**config.mk**
```make
export PLATFORM = sky130hd
export DESIGN_NAME = max30003_spi_responder
export DESIGN_NICKNAME = d
export VERILOG_FILES = /design/src/rtl/max30003_pkg.sv /design/src/rtl/max30003_ecg_fifo.sv /design/src/rtl/max30003_spi_responder.sv
export SDC_FILE = /design/constraint.sdc
export NUM_CORES = 1
export LEC_CHECK = 0
export CAP_MARGIN = 10
export CORE_MARGIN = 10
export CORE_UTILIZATION = 60
export CTS_CLUSTER_SIZE = 28
export DETAILED_ROUTE_END_ITERATION = 7
export GPL_ROUTABILITY_DRIVEN = 0
export GPL_TIMING_DRIVEN = 0
export PLACE_DENSITY_LB_ADDON = 0.25
export SLEW_MARGIN = 20
export SYNTH_ARGS = -nofsm -noshare
export SYNTH_HDL_FRONTEND = slang
export SYNTH_SLANG_ARGS = --single-unit
export TNS_END_PERCENT = 10
```
**constraint.sdc**
```tcl
create_clock -name clk -period 3.5 [get_ports clk]
set_input_delay 0.525 -clock clk [delete_from_list [all_inputs] [get_ports clk]]
set_output_delay 0.525 -clock clk [all_outputs]
set_load 0.005 [all_outputs]
```
**src/rtl/max30003_pkg.sv**
```systemverilog
// MAX30003 SPI responder shared definitions.
// Register map, FIFO tag codes and frame FSM encoding.
package max30003_pkg;

  localparam logic [6:0] ADDR_SW_RST     = 7'h08;
  localparam logic [6:0] ADDR_SYNCH      = 7'h09;
  localparam logic [6:0] ADDR_CNFG_GEN   = 7'h10;
  localparam logic [6:0] ADDR_CNFG_CAL   = 7'h12;
  localparam logic [6:0] ADDR_CNFG_EMUX  = 7'h14;
  localparam logic [6:0] ADDR_CNFG_ECG   = 7'h15;
  localparam logic [6:0] ADDR_CNFG_RTOR1 = 7'h1D;
  localparam logic [6:0] ADDR_ECG_FIFO   = 7'h21;
  localparam logic [6:0] ADDR_RTOR       = 7'h25;

  localparam logic [2:0] ETAG_VALID = 3'b000;
  localparam logic [2:0] ETAG_EMPTY = 3'b110;
  localparam logic [2:0] ETAG_OVF   = 3'b111;
  localparam logic [2:0] PTAG_NONE  = 3'b111;

  localparam logic [1:0] ST_IDLE    = 2'd0;
  localparam logic [1:0] ST_CMD     = 2'd1;
  localparam logic [1:0] ST_DATA    = 2'd2;
  localparam logic [1:0] ST_WAIT_CS = 2'd3;

  localparam int GEN_EN_ECG_BIT = 19;

  function automatic logic [23:0] ecg_word(
    input logic [17:0] smp,
    input logic [2:0]  etag
  );
    return {smp, etag, PTAG_NONE};
  endfunction

endpackage

```
**src/rtl/max30003_ecg_fifo.sv**
```systemverilog
// ECG sample FIFO: synchronous, power-of-two depth,
// flush has priority; a pop frees room for a same-cycle push.
module max30003_ecg_fifo
  import max30003_pkg::*;
#(
  parameter int DEPTH = 8,
  localparam int AW = $clog2(DEPTH)
) (
  input  logic          clk,
  input  logic          rst_n,
  input  logic          flush,
  input  logic          push,
  input  logic          pop,
  input  logic [17:0]   wdata,
  output logic [17:0]   rdata,
  output logic [AW:0]   count,
  output logic          full,
  output logic          empty
);

  localparam logic [AW:0] FULL_CNT = (AW+1)'(DEPTH);

  logic [17:0]   mem_q [DEPTH];
  logic [17:0]   mem_d [DEPTH];
  logic [AW-1:0] wptr_q, wptr_d;
  logic [AW-1:0] rptr_q, rptr_d;
  logic [AW:0]   count_q, count_d;
  logic          do_push, do_pop;

  assign full  = (count_q == FULL_CNT);
  assign empty = (count_q == '0);
  assign count = count_q;
  assign rdata = mem_q[rptr_q];

  assign do_pop  = pop && !empty;
  assign do_push = push && (!full || do_pop);

  always_comb begin
    mem_d   = mem_q;
    wptr_d  = wptr_q;
    rptr_d  = rptr_q;
    count_d = count_q;
    if (flush) begin
      wptr_d  = '0;
      rptr_d  = '0;
      count_d = '0;
    end else begin
      if (do_push) begin
        mem_d[wptr_q] = wdata;
        wptr_d = wptr_q + 1'b1;
      end
      if (do_pop) begin
        rptr_d = rptr_q + 1'b1;
      end
      case ({do_push, do_pop})
        2'b10:   count_d = count_q + 1'b1;
        2'b01:   count_d = count_q - 1'b1;
        default: count_d = count_q;
      endcase
    end
  end

  always_ff @(posedge clk or negedge rst_n) begin
    if (!rst_n) begin
      for (int i = 0; i < DEPTH; i++) begin
        mem_q[i] <= '0;
      end
      wptr_q  <= '0;
      rptr_q  <= '0;
      count_q <= '0;
    end else begin
      mem_q   <= mem_d;
      wptr_q  <= wptr_d;
      rptr_q  <= rptr_d;
      count_q <= count_d;
    end
  end

endmodule

```
**src/rtl/max30003_spi_responder.sv**
```systemverilog
// MAX30003-style SPI register responder (mode 0, 32-bit frames)
// with config regs, RTOR capture and an ECG sample FIFO.
module max30003_spi_responder
  import max30003_pkg::*;
#(
  parameter int FIFO_DEPTH  = 8,
  parameter int SYNC_STAGES = 2,
  localparam int CW = $clog2(FIFO_DEPTH) + 1
) (
  input  logic          clk,
  input  logic          rst_n,
  input  logic          sclk,
  input  logic          cs,
  input  logic          mosi,
  output logic          miso,
  input  logic          smp_valid,
  input  logic [17:0]   smp_data,
  input  logic          rtor_valid,
  input  logic [13:0]   rtor_data,
  output logic [CW-1:0] fifo_count,
  output logic          fifo_ovf,
  output logic          frame_err
);

  logic [SYNC_STAGES-1:0] sclk_sync_q, sclk_sync_d;
  logic [SYNC_STAGES-1:0] cs_sync_q, cs_sync_d;
  logic [SYNC_STAGES-1:0] mosi_sync_q, mosi_sync_d;
  logic [SYNC_STAGES:0]   sclk_cat, cs_cat, mosi_cat;
  logic sclk_s, cs_s, mosi_s;
  logic sclk_prev_q, cs_prev_q;
  logic sclk_rise, sclk_fall, cs_rise, cs_fall;

  logic [1:0]  state_q, state_d;
  logic [4:0]  bit_cnt_q, bit_cnt_d;
  logic [23:0] sh_q, sh_d;
  logic [6:0]  addr_q, addr_d;
  logic        rw_q, rw_d;
  logic [23:0] rd_sh_q, rd_sh_d;
  logic        miso_q, miso_d;
  logic        frame_err_q, frame_err_d;

  logic [23:0] gen_q, gen_d, cal_q, cal_d, emux_q, emux_d;
  logic [23:0] ecg_q, ecg_d, rtor1_q, rtor1_d, rtor_q, rtor_d;
  logic        ovf_q, ovf_d;

  logic        wr_en, pop, push, flush;
  logic [23:0] wdata, rd_word;
  logic [17:0] fifo_rdata;
  logic        fifo_full, fifo_empty;

  assign sclk_cat    = {sclk_sync_q, sclk};
  assign cs_cat      = {cs_sync_q, cs};
  assign mosi_cat    = {mosi_sync_q, mosi};
  assign sclk_sync_d = sclk_cat[SYNC_STAGES-1:0];
  assign cs_sync_d   = cs_cat[SYNC_STAGES-1:0];
  assign mosi_sync_d = mosi_cat[SYNC_STAGES-1:0];

  assign sclk_s = sclk_sync_q[SYNC_STAGES-1];
  assign cs_s   = cs_sync_q[SYNC_STAGES-1];
  assign mosi_s = mosi_sync_q[SYNC_STAGES-1];

  assign sclk_rise = sclk_s & ~sclk_prev_q;
  assign sclk_fall = ~sclk_s & sclk_prev_q;
  assign cs_rise   = cs_s & ~cs_prev_q;
  assign cs_fall   = ~cs_s & cs_prev_q;

  assign wdata = {sh_q[22:0], mosi_s};
  assign push  = smp_valid && gen_q[GEN_EN_ECG_BIT];

  // Read mux is keyed on the address bits shifted in so far,
  // so it is valid at the 8th rising edge when rd_sh is loaded.
  always_comb begin
    rd_word = '0;
    case (sh_q[6:0])
      ADDR_CNFG_GEN:   rd_word = gen_q;
      ADDR_CNFG_CAL:   rd_word = cal_q;
      ADDR_CNFG_EMUX:  rd_word = emux_q;
      ADDR_CNFG_ECG:   rd_word = ecg_q;
      ADDR_CNFG_RTOR1: rd_word = rtor1_q;
      ADDR_RTOR:       rd_word = rtor_q;
      ADDR_ECG_FIFO: begin
        if (ovf_q)
          rd_word = ecg_word(18'd0, ETAG_OVF);
        else if (fifo_empty)
          rd_word = ecg_word(18'd0, ETAG_EMPTY);
        else
          rd_word = ecg_word(fifo_rdata, ETAG_VALID);
      end
      default:         rd_word = '0;
    endcase
  end

  always_comb begin
    state_d     = state_q;
    bit_cnt_d   = bit_cnt_q;
    sh_d        = sh_q;
    addr_d      = addr_q;
    rw_d        = rw_q;
    rd_sh_d     = rd_sh_q;
    miso_d      = miso_q;
    frame_err_d = 1'b0;
    wr_en       = 1'b0;
    pop         = 1'b0;
    if (cs_rise) begin
      state_d     = ST_IDLE;
      miso_d      = 1'b0;
      frame_err_d = (state_q == ST_CMD) || (state_q == ST_DATA);
    end else begin
      case (state_q)
        ST_IDLE: begin
          miso_d = 1'b0;
          if (cs_fall) begin
            state_d   = ST_CMD;
            bit_cnt_d = '0;
            sh_d      = '0;
          end
        end
        ST_CMD: begin
          miso_d = 1'b0;
          if (sclk_rise && !cs_s) begin
            sh_d      = {sh_q[22:0], mosi_s};
            bit_cnt_d = bit_cnt_q + 1'b1;
            if (bit_cnt_q == 5'd7) begin
              state_d = ST_DATA;
              addr_d  = sh_q[6:0];
              rw_d    = mosi_s;
              rd_sh_d = mosi_s ? rd_word : '0;
            end
          end
        end
        ST_DATA: begin
          if (sclk_rise && !cs_s) begin
            sh_d      = {sh_q[22:0], mosi_s};
            bit_cnt_d = bit_cnt_q + 1'b1;
            if (bit_cnt_q == 5'd31) begin
              state_d = ST_WAIT_CS;
              miso_d  = 1'b0;
              wr_en   = !rw_q;
              pop     = rw_q && (addr_q == ADDR_ECG_FIFO)
                        && !fifo_empty;
            end
          end else if (sclk_fall) begin
            miso_d  = rd_sh_q[23];
            rd_sh_d = {rd_sh_q[22:0], 1'b0};
          end
        end
        ST_WAIT_CS: miso_d = 1'b0;
        default: begin
          state_d = ST_IDLE;
          miso_d  = 1'b0;
        end
      endcase
    end
  end

  always_comb begin
    gen_d   = gen_q;
    cal_d   = cal_q;
    emux_d  = emux_q;
    ecg_d   = ecg_q;
    rtor1_d = rtor1_q;
    rtor_d  = rtor_q;
    ovf_d   = ovf_q;
    flush   = 1'b0;
    if (rtor_valid) rtor_d = {rtor_data, 10'b0};
    if (push && fifo_full && !pop) ovf_d = 1'b1;
    if (wr_en) begin
      case (addr_q)
        ADDR_CNFG_GEN:   gen_d   = wdata;
        ADDR_CNFG_CAL:   cal_d   = wdata;
        ADDR_CNFG_EMUX:  emux_d  = wdata;
        ADDR_CNFG_ECG:   ecg_d   = wdata;
        ADDR_CNFG_RTOR1: rtor1_d = wdata;
        ADDR_SW_RST: begin
          gen_d   = '0;
          cal_d   = '0;
          emux_d  = '0;
          ecg_d   = '0;
          rtor1_d = '0;
          rtor_d  = '0;
          ovf_d   = 1'b0;
          flush   = 1'b1;
        end
        ADDR_SYNCH: begin
          ovf_d = 1'b0;
          flush = 1'b1;
        end
        default: ;
      endcase
    end
  end

  always_ff @(posedge clk or negedge rst_n) begin
    if (!rst_n) begin
      sclk_sync_q <= '0;
      cs_sync_q   <= '1;
      mosi_sync_q <= '0;
      sclk_prev_q <= 1'b0;
      cs_prev_q   <= 1'b1;
      state_q     <= ST_IDLE;
      bit_cnt_q   <= '0;
      sh_q        <= '0;
      addr_q      <= '0;
      rw_q        <= 1'b0;
      rd_sh_q     <= '0;
      miso_q      <= 1'b0;
      frame_err_q <= 1'b0;
      gen_q       <= '0;
      cal_q       <= '0;
      emux_q      <= '0;
      ecg_q       <= '0;
      rtor1_q     <= '0;
      rtor_q      <= '0;
      ovf_q       <= 1'b0;
    end else begin
      sclk_sync_q <= sclk_sync_d;
      cs_sync_q   <= cs_sync_d;
      mosi_sync_q <= mosi_sync_d;
      sclk_prev_q <= sclk_s;
      cs_prev_q   <= cs_s;
      state_q     <= state_d;
      bit_cnt_q   <= bit_cnt_d;
      sh_q        <= sh_d;
      addr_q      <= addr_d;
      rw_q        <= rw_d;
      rd_sh_q     <= rd_sh_d;
      miso_q      <= miso_d;
      frame_err_q <= frame_err_d;
      gen_q       <= gen_d;
      cal_q       <= cal_d;
      emux_q      <= emux_d;
      ecg_q       <= ecg_d;
      rtor1_q     <= rtor1_d;
      rtor_q      <= rtor_d;
      ovf_q       <= ovf_d;
    end
  end

  max30003_ecg_fifo #(
    .DEPTH(FIFO_DEPTH)
  ) u_fifo (
    .clk   (clk),
    .rst_n (rst_n),
    .flush (flush),
    .push  (push),
    .pop   (pop),
    .wdata (smp_data),
    .rdata (fifo_rdata),
    .count (fifo_count),
    .full  (fifo_full),
    .empty (fifo_empty)
  );

  assign miso      = miso_q;
  assign fifo_ovf  = ovf_q;
  assign frame_err = frame_err_q;

endmodule

```
After elaboration in Yosys (flattened, before gate mapping) --
Index checks and enable logic that the tools add are counted.
Word-level totals: register bits after elaboration 371, input port bits 39, output and inout port bits 7, logic and storage cells 191
Cells by class: add/subtract/negate cells 5, order comparisons 3, equal/unequal tests 36, multiplexer cells 61, bitwise gates (word level) 12, reductions and logical operators 43
Operators by type and width (count):
- 24-bit one-hot mux with 2 select lines | 6
- 24-bit two-way mux | 10
- 24-bit one-hot mux with 7 select lines | 1
- 144-bit bitwise mux | 1
- 7-bit by 5-bit equality test with 1-bit output (second input constant) | 10
- 18-bit binary-select mux with 3-bit select | 1
- 18-bit demux with 3-bit select | 1
- 18-bit two-way mux | 3
- 23-bit two-way mux | 2
- 23-bit one-hot mux with 2 select lines | 1
- 7-bit by 6-bit equality test with 1-bit output (second input constant) | 3
- 1-bit two-way mux | 18
- 2-bit nonzero test | 9
- 7-bit by 4-bit equality test with 1-bit output (second input constant) | 2
- 2-bit AND reduction | 7
- 2-bit two-way mux | 6
- 3-bit two-way mux | 4
- 3-bit by 2-bit != test with 1-bit output (second input constant) | 4
- 6-bit AND reduction | 2
- 5-bit two-way mux | 2
- 5-bit one-hot mux with 2 select lines | 1
- 1-bit logical AND | 9
- 4-bit greater-or-equal comparator (second input constant) | 2
- 4-bit by 3-bit != test with 1-bit output (second input constant) | 2
- other kinds (29) | 53

Depth between registers and ports, before layout --
Gate-level depths: netlist of the first run.
depth after elaboration 13, gate-level depth with buffers 13, mapped depth without buffers 12

Modules after synthesis --
From an unflattened synthesis of the first run, not the netlist that was laid out.
Second synthesis, totals: cells, all modules 1404, area, all modules 17152.7 sq um
By module, submodules not included:
- max30003_spi_responder | times used 1, cells an instance 959, area each 9836.9 sq um, sequential area each 5434.0 sq um
- max30003_ecg_fifo | times used 1, cells an instance 445, area each 7315.8 sq um, sequential area each 3853.7 sq um

Least setup slack after synthesis of the first run --
No wires, ideal clock.
path type reg2reg, start register bit_cnt_q[0], end register u_fifo.mem_q[61] (netlist name), setup time 0.125 ns, arrival 2.659 ns, required time 3.375 ns, setup slack 0.716 ns, cell stages (with the launch flop) 12, path buffers 3, clock period less this slack 2.784 ns, path through dfrtp_1 -> ha_1 -> and3_1 -> ha_1 -> nand3b_1 -> or4_4 -> buf_6 -> a31oi_4 -> buf_12 -> nand4b_4 -> buf_6 -> mux2_4
Between the ends: word-level cells in the longest chain between the ends 9, elaborated cells on any way between the ends 15, those cells by class 1 x eq/ne; 9 x mux; 1 x bitwise; 4 x reduce/logical
RTL lines:
- start, declared | line max30003_spi_responder.sv:34 | logic [4:0] bit_cnt_q, bit_cnt_d;
- start signal, assigned | line max30003_spi_responder.sv:222 | bit_cnt_q <= bit_cnt_d;
- 5-bit equality test * | line max30003_spi_responder.sv:135 | if (bit_cnt_q == 5'd31) begin
- 1-bit two-way mux | line max30003_spi_responder.sv:135
- 1-bit two-way mux | line max30003_spi_responder.sv:132 | if (sclk_rise && !cs_s) begin
- 1-bit two-way mux | line max30003_spi_responder.sv:109 | case (state_q)
- 1-bit two-way mux | line max30003_spi_responder.sv:104 | if (cs_rise) begin
- 1-bit logical AND | line max30003_ecg_fifo.sv:35 | assign do_pop = pop && !empty;
- 1-bit logical OR | line max30003_ecg_fifo.sv:36 | assign do_push = push && (!full || do_pop);
- 1-bit logical AND | line max30003_ecg_fifo.sv:36
- 2-bit AND reduction (no line) *
- end signal, assigned | line max30003_ecg_fifo.sv:72 | mem_q <= mem_d;
- end, declared | line max30003_ecg_fifo.sv:23 | logic [17:0] mem_q [DEPTH];
Every way passes the cells marked *; elsewhere a longest branch is shown, timed or not. A chain may end at the register's enable or synchronous reset.

Worst setup path after layout of the first run --
start register bit_cnt_q[0], end register u_fifo.mem_q[66] (netlist name)
Same word-level chain as after synthesis.

==> key figures, run 1 <==
Timing
  – RSZ-0062 raised after global routing: false
  – Crit path time final: 3.30 ns
  – Achievable Freq: ~0.30 GHz
  – Setup TNS: 0 ns
  – Slew margin rel.: 0.317
  – Slew Limit Fails: 0
  – Worst-Margin Slew: 1.02 ns
  – Clock skew: 0.0217 ns
  – Final hold vios: 0
  – Final setup violation count: 0
  – Period Utilization, post-route: 0.943

Route
  – Via-per-instance ratio: about 6.3
  – Via count: 12223
  – DRT iter0 DRCs: 1214
  – Drt pass-1 iters: 7
  – WL per Instance: 23.0 µm
  – Routed Antenna Nets: 0
  – Final wirelength: 44500 µm
  – Post-route DRC: 0

Final layout
  – Area growth from synthesis to layout: 13.8%
  – Fin area: between 15000 and 20000 µm²
  – Post-route insts no fill: 1934
  – Final net count: 1574
  – Share of layout cells above drive strength 1: 0.203
  – Fillers: 1959
  – Most frequent cells in the layout: 368 x dfrtp_1, 157 x o21ai_0, 140 x nand3_1, 115 x mux2_2, 94 x clkbuf_1
  – Antenna diodes: 0
  – Most common cell after layout, fill and taps aside: dfrtp_1
  – Final Util: 0.691

Run status
  – Status: complete, no violations

Worst setup path
  – Worst Path Required: 3.92 ns
  – CP Capture Type: flop
  – Worst-path maximum fanout: 10
  – Crit path kind: flop to flop
  – Buf/Inv on CP: 3
  – Worst Reg2Reg Path Length in Cells: 11
  – Crit-path max cell delay: 0.59 ns
  – Reg2reg end: u_fifo.mem_q[66]
  – Crit-path cells: ha_1 > and3_1 > ha_1 > nand3b_1 > or4_4 > buf_6 > a31oi_4 > buf_12 > nand4b_4 > buf_6 > mux2_4
  – Delay-heaviest family, CP: simple AND/OR/NAND/NOR gates
  – Worst path slowest cell: or4_4
  – Reg-to-Reg Start: bit_cnt_q[0]
  – Startpoint Class: flop
  – Worst Path Arrival: around 3.7 ns
  – R2r setup slk: 0.20 ns

Synthesis
  – Net count after synthesis: 1484
  – Seq cells post-synth: 371
  – Mean Syn Cell Area: 12.1 µm²
  – Netlist Area Pre-Place: about 17000 µm²
  – Most used DFF post-synth: dfrtp_1
  – Compound-Gate Fraction of Synth Area: 0.106
  – Sequential area share after synthesis: 0.534
  – Adder-cell share of the synthesized area: 0.00936
  – Simple logic cell fraction of the synthesized area: 0.109
  – Async S/R FF share, synth: 1.00
  – Cells after Synth: 1432
  – Post-synthesis cell type count: 64
  – Post-synth EDFFs: 0
  – Largest family of logic cells by synthesized area: multiplexers
  – YS warnings: 0
  – Mux share of post-synthesis cell area: 0.208
  – Synth Area in XOR/XNOR: 0.00353

Power
  – Peak supply drop: 0.451 mV
  – Tot Pwr: just under 10 mW
  – Int Power: 7.27 mW
  – Power share of the clock group: 0.446
  – Sequential share of power: 0.458
  – PD cells: 491 nW/µm²
  – Logic gate share of total power: 0.097
  – Sw power: 2.43 mW
  – Leakage: slightly below 9 nW
  – Switch share: 0.251

Die
  – Die width: 190 µm
  – Cell Rows: 62
  – IO Pins: 46
  – Die Y: about 190 µm
  – Initial core utilization: 0.607
  – DIE AREA: 36200 µm²
  – Core area: 28600 µm²

CTS
  – Clock net sink count: around 370
  – H-tree levels: 2
  – Clock Latency Late Sink: between 0.5 and 0.6 ns
  – CTS tree: built
  – Root buffer cell: clkbuf_16
  – Longest Clk Path Bufs: 3
  – Postcts setup bufs: 0
  – CTS clk-pin slew, worst paths: 0.06 ns
  – CTS Buf Count: 39

Placement
  – Placed insts: roughly 1900
  – IO buf count: 44
  – HPWL Detailed: about 30000 µm
  – Placed inst area: 18400 µm²

Run
  – Max Cap Violations: 0

Min path
  – Hold EP: mosi_sync_q[1]
  – Worst hold start: mosi_sync_q[0]
  – Hold WC Path Type: flop to flop
  – Hold Path Depth: 0

Global routing
  – Largest net degree at the start of global routing: 89
  – GRT Util Overall: 0.249
  – Number of global-route vias before repair: 12792
  – Antenna violations before repair: 0
  – First-pass GRT wire length: 72000 µm
  – GR Overflow Total: 0
[area by class of cell]
cell class	instances	area, µm²	share of cell area
buffer	107	489	0.0247
clock buffer	54	1110	0.0563
clock inverter	15	220	0.0111
inverter	12	45.0	0.00228
multi-input combinational	942	7580	0.383
sequential	371	9290	0.470
tap	384	480	0.0243
timing repair buffer	49	566	0.0286
[power groups by stage]
stage,Combinational [mW],Sequential [mW],Clock (mW)
after CTS,0.933,4.44,4.36
after global placement,0.886,4.52,0
after detailed placement,0.927,4.52,0
final,0.937,4.44,4.32
after floorplan,0.541,4.50,0
after global routing,1.02,4.45,4.53
[Yosys cell counts (15+ instances only)]
| library cell | instances | area [µm²] |
|---|---|---|
| a22o_1 | 35 | 307 |
| and2_1 | 15 | 93.8 |
| mux4_2 | 36 | 811 |
| nor2_1 | 47 | 176 |
| mux2_2 | 115 | 1290 |
| nand3_1 | 140 | 701 |
| dfrtp_1 | 368 | 9210 |
| o211ai_1 | 21 | 158 |
| mux2_4 | 60 | 901 |
| mux2i_1 | 60 | 601 |
| o21ai_0 | 157 | 786 |
| nand2_1 | 92 | 345 |
| a21oi_1 | 25 | 125 |
| clkbuf_1 | 86 | 323 |
[worst max-delay path by stage]
stage	cells after the start	end	slack, ns	startpoint
global placement	1	u_fifo.mem_q[12]	-13.93	rst_n
floorplan	11	u_fifo.mem_q[61]	0.72	bit_cnt_q[0]
CTS	6	rd_sh_q[19]	0.16	u_fifo.rptr_q[0]
detailed placement	6	rd_sh_q[11]	-0.002	u_fifo.rptr_q[0]
global route	11	u_fifo.mem_q[66]	0.04	bit_cnt_q[0]
finish	11	u_fifo.mem_q[66]	0.20	bit_cnt_q[0]
[logic make-up after synthesis]
family          after synthesis
flops                       371
buf+inv                     119
simple gates                361
compound gates              290
mux                         271
fa+ha+maj                    13
xor+xnor                      7
[repair_timing]
| action | 4_1_cts | 5_1_grt |
|---|---|---|
| hold endpoints to repair | 27 | 0 |
| resized for setup | 2 | 1 |
| setup endpoints to repair | 1 | 1 |
| hold buffers | 1 | 0 |
[routing by layer]
layer | vias up | global-route usage | part of all wire
met3 | 107 | 0.0403 | 0.058
li1 | 5448 | - | -
met2 | 447 | 0.415 | 0.50
met5 | - | 0 | 0
met1 | 6221 | 0.327 | 0.41
met4 | 0 | 0.0796 | 0.030
[flip-flops by register name, indices dropped and copies added (netlist names), 5 cells and up]
register,count
u_fifo.mem_q,144
cal_q,24
ecg_q,24
emux_q,24
gen_q,24
rd_sh_q,24
rtor1_q,24
rtor_q,24
sh_q,23
addr_q,7
bit_cnt_q,5
[through the flow]
stage	setup slack [ns]	hold slack, ns
after floorplan	0.716	0.229
after global placement	-13.93	0.337
after detailed placement	-0.00218	0.337
after CTS	0.162	0.350
after global routing	0.0398	0.352
final	0.199	0.347
Note: power is estimated with default switching activity, not from simulation.
==> inputs of run 2 (changes only) <==
Settings changed: CORE_UTILIZATION 60 to 56, GPL_TIMING_DRIVEN 0 to 1.
Clock period 3.5 ns to 2.95 ns, I/O delays scaled along.
==> key figures, run 2 (same netlist as run 1, synthesis figures left out) <==
Worst setup path
  – R2r setup slk: 0.09 ns (-0.11 ns)
  – Worst Reg2Reg Path Length in Cells: 9 (-2)
  – Startpoint Class: flop
  – Most common cell on crit path: ha_1
  – Buf/Inv on CP: 1 (-2)
  – Reg2reg end: u_fifo.mem_q[14]
  – Crit path kind: flop to flop
  – Worst Path Arrival: 3.27 ns (-0.45 ns)
  – Worst-path maximum fanout: 18 (+8)
  – Crit-path max cell delay: 0.60 ns (about the same)
  – Worst path slowest cell: or4_4
  – CP Capture Type: flop
  – Reg-to-Reg Start: bit_cnt_q[0]
  – Worst Path Required: 3.35 ns (-0.57 ns)
  – Delay-heaviest family, CP: simple AND/OR/NAND/NOR gates
  – Crit-path cells: ha_1 > and3_1 > ha_1 > nand3b_1 > or4_4 > a31oi_4 > buf_12 > nand3_4 > mux2_2

Die
  – Cell Rows: 64 (+3.2%)
  – DIE AREA: 38500 µm² (+6.4%)
  – Die width: 196 µm (+3.1%)
  – Core area: 30600 µm² (+6.9%)
  – Initial core utilization: 0.568 (-0.0390)
  – IO Pins: 46 (unchanged)
  – Die Y: 196 µm (+3.1%)

CTS
  – CTS clk-pin slew, worst paths: 0.06 ns (about the same)
  – Root buffer cell: clkbuf_16
  – H-tree levels: 2 (unchanged)
  – CTS Buf Count: 40 (+2.6%)
  – CTS tree: built
  – Longest Clk Path Bufs: 3 (unchanged)
  – Clock net sink count: 371 (unchanged)
  – Clock Latency Late Sink: 0.53 ns (about the same)

Route
  – Via count: 11976 (-2.0%)
  – WL per Instance: 22.0 µm (-4.2%)
  – Drt pass-1 iters: 7 (unchanged)
  – DRT iter0 DRCs: 1098 (-9.6%)
  – Final wirelength: 41800 µm (-6.1%)
  – Routed Antenna Nets: 0 (unchanged)
  – Via-per-instance ratio: 6.31 (-0.11%)
  – Post-route DRC: 0 (unchanged)

Power
  – Leakage: 9.06 nW (+1.5%)
  – PD cells: 567 nW/µm² (+16%)
  – Int Power: 8.48 mW (+17%)
  – Sequential share of power: 0.469 (+0.011)
  – Switch share: 0.246 (-0.00414)
  – Peak supply drop: 0.429 mV (-5.1%)
  – Tot Pwr: 11.2 mW (+16%)
  – Power share of the clock group: 0.435 (-0.011)
  – Logic gate share of total power: 0.096 (about the same)
  – Sw power: 2.77 mW (+14%)

Timing
  – RSZ-0062 raised after global routing: true
  – Final setup violation count: 0 (unchanged)
  – Slew margin rel.: 0.549 (+0.232)
  – Period Utilization, post-route: 0.970 (+0.0270)
  – Clock skew: 0.0199 ns (-0.00182 ns)
  – Crit path time final: 2.86 ns (-0.439 ns)
  – Worst-Margin Slew: 0.660 ns (-0.365 ns)
  – Hold slack: 0.337 ns (-0.0102 ns)
  – Achievable Freq: 0.349 GHz (+15%)
  – Slew Limit Fails: 0 (unchanged)
  – Final hold vios: 0 (unchanged)

Final layout
  – Share of layout cells above drive strength 1: 0.241 (+0.0386)
  – Most frequent cells in the layout: 366 x dfrtp_1, 157 x o21ai_0, 140 x nand3_1, 115 x mux2_2, 91 x nand2_1
  – Final net count: 1525 (-3.1%)
  – Max reg flops: 144 (unchanged)
  – Post-route insts no fill: 1897 (-1.9%)
  – Top reg by flops: u_fifo.mem_q
  – Area growth from synthesis to layout: 14.1%
  – Final Util: 0.648 (-0.0427)
  – Most common cell after layout, fill and taps aside: dfrtp_1
  – Antenna diodes: 0 (unchanged)

Global routing
  – GR Overflow Total: 0 (unchanged)
  – First-pass GRT wire length: 68400 µm (-4.9%)
  – Number of global-route vias before repair: 12276 (-4.0%)
  – Antenna violations before repair: 0 (unchanged)
  – Largest net degree at the start of global routing: 72 (-19%)
  – GRT Util Overall: 0.217 (-0.0315)

Placement
  – HPWL Detailed: 26300 µm (-15%)
  – IO buf count: 45 (+2.3%)
  – Placed insts: 1826 (-2.0%)

Min path
  – Hold EP: cs_sync_q[0]
  – Hold WC Path Type: input port to flop
  – Worst hold start: cs
  – Hold Path Depth: 1 (+1)

Run status
  – Status: complete, no violations

Run
  – Max Cap Violations: 0 (unchanged)
run 2: cell count changes in the layout (fill, tap and decap cells not counted), sizes merged:
cell / change
buf: +37
bufinv: -4
clkbuf: -78
clkdlybuf4s15: -1
clkdlybuf4s50: +1
clkinv: -3
clkinvlp: -2
inv: +1
run 2: per-layer routing:
| metal | track usage | vias up | part of all wire |
|---|---|---|---|
| met5 | 0 | - | 0 |
| met2 | 0.348 | 389 | 0.48 |
| li1 | - | 5349 | - |
| met3 | 0.0339 | 80 | 0.057 |
| met1 | 0.296 | 6158 | 0.44 |
| met4 | 0.0727 | 0 | 0.029 |
run 2: worst register-to-register path: stages (launching register included):
cell,delay [ns]
dfrtp_1,0.37
ha_1,0.19
and3_1,0.16
ha_1,0.19
nand3b_1,0.12
or4_4,0.60
a31oi_4,0.21
buf_12,0.18
nand3_4,0.31
mux2_2,0.41
run 2: power by group through the flow:
stage / combinational [mW] / sequential, mW / clock (mW)
2_1_floorplan: 0.642 / 5.33 / 0
3_3_place_gp: 1.06 / 5.36 / 0
3_5_place_dp: 1.07 / 5.36 / 0
4_1_cts: 1.08 / 5.27 / 4.98
5_1_grt: 1.18 / 5.28 / 5.18
6_report: 1.08 / 5.27 / 4.89
run 2: how the worst max path moves through the flow:
stage            startpoint               end  slack (ns)  cells after the start
2_1_floorplan  bit_cnt_q[0]  u_fifo.mem_q[61]        0.17                     11
3_3_place_gp   bit_cnt_q[0]   u_fifo.count[3]        0.13                     10
3_5_place_dp   bit_cnt_q[0]  u_fifo.mem_q[15]        0.12                      9
4_1_cts        bit_cnt_q[0]  u_fifo.mem_q[14]        0.09                      9
5_1_grt        bit_cnt_q[0]   u_fifo.count[3]       -0.05                     10
6_report       bit_cnt_q[0]  u_fifo.mem_q[14]        0.09                      9
run 2: timing repair:
item / 4_1_cts / 5_1_grt
buffers inserted: 0 / 0
setup endpoints to repair: 0 / 51
hold buffers: 1 / 0
endpoints found under the hold margin: 64 / 0
gates resized for setup: 0 / 3
run 2: area by class of cell:
| cell class | count | area [µm²] |
|---|---|---|
| Fill cell | 2286 | 10800 |
| Sequential cell | 371 | 9290 |
| Multi-Input combinational cell | 942 | 7610 |
| Clock buffer | 63 | 1220 |
| Timing Repair Buffer | 106 | 1100 |
| Tap cell | 396 | 495 |
| Clock inverter | 7 | 67.6 |
| Inverter | 12 | 45.0 |
run 2: per-stage QoR:
stage / worst slack (ns) / cell area [µm²] / TNS [ns]
floorplan: 0.166 / 17400 / 0
global placement: 0.131 / 18500 / 0
detailed placement: 0.123 / 18500 / 0
CTS: 0.0857 / 19800 / 0
global route: -0.0504 / 19800 / -0.564
finish: 0.0885 / 19800 / 0
